==> config.mk <==
export PLATFORM = sky130hd
export DESIGN_NAME = wb_slave_responder
export DESIGN_NICKNAME = d
export VERILOG_FILES = /design/src/rtl/wb_slave_responder.sv
export SDC_FILE = /design/constraint.sdc
export NUM_CORES = 1
export LEC_CHECK = 0
export ABC_AREA = 1
export BUFFER_PORTS_ARGS = -buffer_cell sky130_fd_sc_hd__buf_2
export CORE_MARGIN = 3
export CORE_UTILIZATION = 30
export CTS_BUF_LIST = sky130_fd_sc_hd__clkbuf_16
export DETAILED_ROUTE_END_ITERATION = 8
export GPL_ROUTABILITY_DRIVEN = 1
export SYNTH_ARGS = -nofsm -noshare
export SYNTH_HDL_FRONTEND = slang
export SYNTH_SLANG_ARGS = --single-unit
==> constraint.sdc <==
create_clock -name clk_i -period 2.5 [get_ports clk_i]
set_input_delay 0.5 -clock clk_i [delete_from_list [all_inputs] [get_ports clk_i]]
set_output_delay 0.5 -clock clk_i [all_outputs]
set_load 0.02 [all_outputs]
==> src/rtl/wb_slave_responder.sv <==
// wb_slave_responder: Wishbone classic-cycle slave with a 4-entry register bank
// (CTRL, DATA, CMD, STAT), a programmable wait-state count and a level interrupt
// raised by accepted commands.
// Optional feature: define WB_RESP_ERR_EN to add the err_o port. Writes to STAT
// are then answered with err_o instead of ack_o.
module wb_slave_responder #(
  parameter int ADDR_WIDTH  = 2,
  parameter int DATA_WIDTH  = 8,
  parameter int WAIT_STATES = 1
) (
  input  logic                  clk_i,
  input  logic                  rst_i,
  input  logic                  cyc_i,
  input  logic                  stb_i,
  input  logic                  we_i,
  input  logic [ADDR_WIDTH-1:0] adr_i,
  input  logic [DATA_WIDTH-1:0] dat_i,
  output logic [DATA_WIDTH-1:0] dat_o,
  output logic                  ack_o,
  output logic                  irq_o
`ifdef WB_RESP_ERR_EN
  ,
  output logic                  err_o
`endif
);

`ifdef WB_RESP_ERR_EN
  localparam bit ERR_EN = 1'b1;
`else
  localparam bit ERR_EN = 1'b0;
`endif

  localparam logic [1:0] REG_CTRL = 2'd0;
  localparam logic [1:0] REG_DATA = 2'd1;
  localparam logic [1:0] REG_CMD  = 2'd2;
  localparam logic [1:0] REG_STAT = 2'd3;
  localparam logic [3:0] WS_LOAD  = 4'(WAIT_STATES);

  typedef enum logic [1:0] {
    ST_IDLE,
    ST_WAIT,
    ST_ACK
  } state_t;

  state_t     state;
  state_t     next_state;
  logic [3:0] wcnt;
  logic [3:0] wcnt_next;
  logic       capture;
  logic       commit;

  // Latched transfer request
  logic       we_q;
  logic [1:0] adr_q;
  logic [7:0] dat_q;

  // Register bank
  logic [7:0] ctrl;
  logic [7:0] data;
  logic [7:0] cmd;
  logic [7:0] stat;
  logic [7:0] rd_val;
  logic       err_q;
  logic       resp_busy;
  logic       stat_wr;

  // The response cycle still carries the master's strobe for the finished
  // transfer, so it must not be taken as a new request.
  assign resp_busy = ack_o | err_q;
  assign stat_wr   = we_q && (adr_q == REG_STAT);

`ifdef WB_RESP_ERR_EN
  assign err_o = err_q;
`endif

  // State register and wait counter.
  // NOTE: sequential state uses non-blocking assignments so every flop samples
  // pre-edge values regardless of process ordering.
  always_ff @(posedge clk_i or posedge rst_i) begin
    if (rst_i) begin
      state <= ST_IDLE;
      wcnt  <= 4'd0;
    end else begin
      state <= next_state;
      wcnt  <= wcnt_next;
    end
  end

  // Next-state logic: accept a request, count wait states, abort on strobe loss.
  // NOTE: every output of this block gets a default first, so no path can
  // leave a value held and infer a latch.
  always_comb begin
    next_state = state;
    wcnt_next  = wcnt;
    capture    = 1'b0;
    commit     = 1'b0;
    case (state)
      ST_IDLE: begin
        if (cyc_i && stb_i && !resp_busy) begin
          capture    = 1'b1;
          wcnt_next  = WS_LOAD;
          next_state = (WS_LOAD != 4'd0) ? ST_WAIT : ST_ACK;
        end
      end
      ST_WAIT: begin
        if (!(cyc_i && stb_i)) begin
          next_state = ST_IDLE;
        end else if (wcnt <= 4'd1) begin
          next_state = ST_ACK;
        end else begin
          wcnt_next = wcnt - 4'd1;
        end
      end
      ST_ACK: begin
        commit     = 1'b1;
        next_state = ST_IDLE;
      end
      default: next_state = ST_IDLE;
    endcase
  end

  // Capture address, direction and write data when a request is accepted.
  always_ff @(posedge clk_i or posedge rst_i) begin
    if (rst_i) begin
      we_q  <= 1'b0;
      adr_q <= 2'd0;
      dat_q <= 8'd0;
    end else if (capture) begin
      we_q  <= we_i;
      adr_q <= adr_i[1:0];
      dat_q <= dat_i[7:0];
    end
  end

  // Read multiplexer over the latched address; STAT[5:4] are always zero.
  always_comb begin
    rd_val = 8'd0;
    case (adr_q)
      REG_CTRL: rd_val = ctrl;
      REG_DATA: rd_val = data;
      REG_CMD:  rd_val = cmd;
      REG_STAT: rd_val = {stat[7:6], 2'b00, stat[3:0]};
      default:  rd_val = 8'd0;
    endcase
  end

  // Register bank, read data, interrupt and response pulses; all effects land
  // on the edge that leaves ST_ACK.
  // NOTE: the register bank is a handful of flops, not a RAM, so it is reset
  // along with the rest of the state.
  always_ff @(posedge clk_i or posedge rst_i) begin
    if (rst_i) begin
      ctrl  <= 8'd0;
      data  <= 8'd0;
      cmd   <= 8'd0;
      stat  <= 8'd0;
      irq_o <= 1'b0;
      dat_o <= '0;
      ack_o <= 1'b0;
      err_q <= 1'b0;
    end else begin
      ack_o <= 1'b0;
      err_q <= 1'b0;
      if (!ctrl[6]) begin
        irq_o <= 1'b0;
      end
      if (commit) begin
        if (ERR_EN && stat_wr) begin
          err_q <= 1'b1;
        end else begin
          ack_o <= 1'b1;
        end
        if (we_q) begin
          case (adr_q)
            REG_CTRL: ctrl <= dat_q;
            REG_DATA: data <= dat_q;
            REG_CMD: begin
              if (ctrl[7]) begin
                cmd       <= dat_q;
                stat[3:0] <= stat[3:0] + 4'd1;
                stat[7]   <= 1'b1;
                if (ctrl[6]) begin
                  irq_o <= 1'b1;
                end
              end else begin
                stat[6] <= 1'b1;
              end
            end
            default: ;  // STAT is read-only
          endcase
        end else begin
          dat_o <= DATA_WIDTH'(rd_val);
          if (adr_q == REG_STAT) begin
            stat[7:6] <= 2'b00;
            irq_o     <= 1'b0;
          end
        end
      end
    end
  end

endmodule

# After elaboration in Yosys (flattened, before gate mapping)

Cells that the tools add are included.

Flip-flop bits (word level): 57
Input bits: 15
Output and inout bits: 10
Logic and storage cells: 70

Add/subtract/negate cells: 2
Magnitude comparators: 1
Equality and inequality tests: 12
Muxes and demuxes: 25
Bitwise logic cells: 1
Reductions and logical operators: 15

Operators with widths:

| cell                  | number |
|---|---|
| $pmux W8 S4           | 1 |
| $reduce_and A4 Y1     | 4 |
| $mux W1               | 13 |
| $mux W2               | 6 |
| $mux W4               | 3 |
| $ne A2 B2 Y1 const B  | 4 |
| $pmux W4 S2           | 1 |
| $eq A2 B2 Y1 const B  | 3 |
| $reduce_and A3 Y1     | 2 |
| $add A4 B1 Y4 const B | 1 |
| $eq A2 B1 Y1 const B  | 2 |
| $le A4 B1 Y1 const B  | 1 |
| $logic_not A2 Y1      | 2 |
| $ne A2 B1 Y1 const B  | 2 |
| $pmux W2 S2           | 1 |
| $reduce_and A2 Y1     | 2 |
| $reduce_bool A2 Y1    | 2 |
| $sub A4 B1 Y4 const B | 1 |
| $ne A3 B3 Y1 const B  | 1 |
| $logic_and A1 B1 Y1   | 2 |
| $logic_not A1 Y1      | 1 |
| $not A1 Y1            | 1 |

# Logic depth before layout (Yosys ltp)

Depth after elaboration: 6
Mapped depth: 8
Gate-level depth less buffers: 7

# Worst setup path before layout

No wires, ideal clock.

Kind: input-to-reg
Start point: input port cyc_i
End point: register dat_q[5]
Setup time: 0.125 ns
Arrival time: 1.166 ns
Required time: 2.375 ns
Slack: 1.209 ns
Stages on the path: 6
Buffers on the path: 1
Path through: nand2_1 nor2_1 nand3_1 buf_2 nor2_1 a21oi_1

Longest elaborated chain between the ends: 4

RTL lines:

| element                          | RTL line | text |
|---|---|---|
| start, declared                  | 13       | `input logic cyc_i,` |
| $logic_and A1 B1 Y1 (2 in a row) | 99       | `if (cyc_i && stb_i && !resp_busy) begin` |
| $mux W1                          | 99       |  |
| $mux W1                          | 97       | `case (state)` |
| end signal, assigned             | 131      | `dat_q <= dat_i[7:0];` |
| end, declared                    | 55       | `logic [7:0] dat_q;` |

No other way between the ends.
A chain may end at the register's enable or synchronous reset.

# Worst setup path in the final report

Start point: register wcnt[0]
End point: register wcnt[2]

Longest elaborated chain between the ends: 4
Elaborated cells between the ends (all ways): 7
Those cells by class: 1 x add/sub; 1 x order compare; 1 x eq/ne; 3 x mux; 1 x reduce/logical

RTL lines:

| element                | RTL line | text |
|---|---|---|
| start, declared        | 47       | `logic [3:0] wcnt;` |
| start signal, assigned | 85       | `wcnt <= wcnt_next;` |
| $sub A4 B1 Y4          | 111      | `wcnt_next = wcnt - 4'd1;` |
| $mux W4                | 108      | `end else if (wcnt <= 4'd1) begin` |
| $mux W4                | 106      | `if (!(cyc_i && stb_i)) begin` |
| $pmux W4 S2            | 97       |  |

Several ways; a longest one is shown, not always the timed one. The select of a mux whose other input is x is not followed.

==> flow_metrics.env <==
export IMPL_status="complete, no violations"
export IMPL_irDropWorstVdd_v=0.0004993
export IMPL_gp_congestion=0.7866
export IMPL_portBuffers=24
export IMPL_post_cts_buffers=0
export IMPL_dpl_hpwl_mm=3.571
export IMPL_synthToLayoutAreaGrowth_pct=19.55
export IMPL_cts_resized=0
export IMPL_row_count=33
export IMPL_timing_hold_ws_ns=0.3718
export IMPL_synth_seq_cells=57
export IMPL_drc=0
export IMPL_die_area_mm2=0.009815
export IMPL_critPathMaxStageDelay_ns=0.39
export IMPL_setup_tns_final_ns=0
export IMPL_yosys_warnings=0
export IMPL_min_period_over_period=0.6041
export IMPL_antenna_found_initial=0
export IMPL_htree_num_levels=3
export IMPL_instances_no_fill=441
export IMPL_core_area_mm2=0.008299
export IMPL_mostFrequentLayoutCells="nand2_1, dfrtp_1, nor2_1"
export IMPL_netlist_instances=299
export IMPL_drive_gt1_frac=0.2173
export IMPL_antenna_left=0
export IMPL_synth_top_cell_area_share=0.5489
export IMPL_via_per_inst=4.336
export IMPL_start_util=0.3131
export IMPL_cts_buffer_depth=2
export IMPL_syn_area_per_cell_um2=8.691
export IMPL_p_leak_uw=0.001602
export IMPL_post_place_ws_ns=0.9889
export IMPL_power_density_mw_per_mm2=972.6
export IMPL_ys_seq_area_frac=0.5489
export IMPL_layout_nets=349
export IMPL_drt_total_wl_mm=5.287
export IMPL_num_vias=1912
export IMPL_crit_type="register to register"
export IMPL_yosysTopAreaCell="dfrtp_1"
export IMPL_slew_viol_final=0
export IMPL_synthAdderAreaFrac=0.01444
export IMPL_setup_viol=0
export IMPL_crit_buf_inv=1
export IMPL_synth_area_leaders="dfrtp_1, nand2_1, nor2_1, a21oi_1, inv_1"
export IMPL_slowest_stage="dfrtp_1"
export IMPL_num_fill_cells=875
export IMPL_cap_violations=0
export IMPL_synth_top_family_by_area="simple AND/OR/NAND/NOR gates"
export IMPL_synth_compound_area_frac=0.09822
export IMPL_synth_cell_types=25
export IMPL_grt_overflow_total=0
export IMPL_grt_first_pass_wirelength_mm=9.011
export IMPL_cpLargestDelayFamily="simple AND/OR/NAND/NOR gates"
export IMPL_skew_ns=0.004353
export IMPL_arrival_ns=1.77
export IMPL_cp_end_kind="register"
export IMPL_period_needed_ns=1.510
export IMPL_path_cells="inv_1 -> ha_1 -> o21ai_0 -> nand2_1 -> nand2_1 -> nand2_1 -> nand2_1"
export IMPL_fmax_ghz=0.6622
export IMPL_synth_xor_area_frac=0.01011
export IMPL_grt_usage=0.1185
export IMPL_wl_per_cell_um=11.99
export IMPL_num_antenna_cells=0
export IMPL_hold_viol=0
export IMPL_muxShareOfSynthArea=0
export IMPL_grt_max_degree=58
export IMPL_dr_pass1_iters=4
export IMPL_post_place_cells=425
export IMPL_syn_nets=317
export IMPL_hp_class="input pin to asynchronous set/reset pin"
export IMPL_tritoncts="done"
export IMPL_ios=25
export IMPL_clockRootBuffer="clkbuf_16"
export IMPL_crit_top_cell="nand2_1"
export IMPL_layout_commonest_cell="nand2_1"
export IMPL_cp_max_fo=5
export IMPL_holdBufCountCts=0
export IMPL_die_width_um=99.07
export IMPL_clkSinkCount=57
export IMPL_clk_pin_slew_ns=0.05
export IMPL_drt_iter0_drc=112
export IMPL_cts_buffers=9
export IMPL_tightestPinTransition_ns=0.7171
export IMPL_grt_pass1_vias=1856
export IMPL_rsz0062_at_grt="false"
export IMPL_setup_ws_ns=0.9898
export IMPL_postPlaceCellArea_mm2=0.002820
export IMPL_yosys_area_share_simple=0.2595
export IMPL_postLayoutCellArea_mm2=0.003107
export IMPL_worstSetupStartpointType="register"
export IMPL_die_y_um=99.07
export IMPL_max_slew_margin=0.5219
export IMPL_crit_required_ns=2.76
export IMPL_clk_latency_ns=0.32
export IMPL_syn_area_mm2=0.002599
## worst paths after layout
path	from	to	slack (ns)	cells past startpoint
min reg2reg	dat_o[5]	dat_o[5]	0.47	2
max in group asynchronous	rst_i	stat[0]	1.65	3
min in group clk_i	dat_i[5]	dat_q[5]	0.42	3
min	rst_i	dat_o[7]	0.37	3
max reg2reg	wcnt[0]	wcnt[2]	0.99	7
max	wcnt[0]	wcnt[2]	0.99	7
## routing by layer
| layer | GRT usage | routed length [um] | up-vias |
|---|---|---|---|
| met5 | 0 | 0 | - |
| met4 | 0.05987 | 122 | 0 |
| met3 | 0.04176 | 354 | 11 |
| met2 | 0.1570 | 2079 | 44 |
| met1 | 0.1689 | 2730 | 853 |
| li1 | - | - | 1004 |
## synthesized netlist by cell type
cell type	number
xor2_1	1
nand2_1	83
nor4_1	1
nor2_1	40
xnor2_1	2
dfrtp_1	57
nand2_2	2
ha_1	3
inv_2	4
inv_1	26
nor2_8	1
o21ai_0	10
nand2_4	1
a21boi_0	1
nand3_1	17
buf_6	4
o21ai_1	2
o21ai_2	9
or2_2	6
inv_4	1
a21oi_1	20
a21oi_2	1
nor2_4	3
buf_2	3
nor2_2	1
## state kept, by name, summed over array words and instances, names as in the netlist
signal  count
cmd         8
ack_o       1
state       2
dat_q       8
we_q        1
adr_q       2
data        8
dat_o       8
wcnt        4
ctrl        8
stat        6
irq_o       1
## worst min-delay path: stages
cell and delay, ns:
buf_2 0.10, inv_2 0.03, buf_4 0.55
## per-stage QoR
step                utilization  total power [uW]
floorplan                     -              1697
global placement         0.3398              1863
detailed placement       0.3398              1885
CTS                      0.3743              3072
global route             0.3743              3226
finish                   0.3743              3022
## power breakdown
group	internal (uW)	switching [uW]	leakage [uW]
clock network	758	402	0.000142
registers	1130	115	0.000745
logic	227	394	0.000715
total	2110	911	0.00160
## final cells by class
| cell class | instances | area (um2) | area share |
|---|---|---|---|
| inverters | 31 | 118.9 | 0.03826 |
| flip-flops and latches | 57 | 1426 | 0.4591 |
| repair buffers | 28 | 150.1 | 0.04833 |
| clock inverters | 7 | 61.31 | 0.01973 |
| well taps | 105 | 131.4 | 0.04229 |
| multi-input cells | 204 | 993.5 | 0.3198 |
| clock buffers | 9 | 225.2 | 0.07249 |
## kinds of logic after synthesis
logic type / count (synthesis)
buffers and inverters: 38
adders and majority gates: 3
DFF: 57
AOI/OAI and AO/OA: 43
xor gates and xnor gates: 3
and+or+nand+nor: 155
Note: power is estimated with default switching activity, not from simulation.
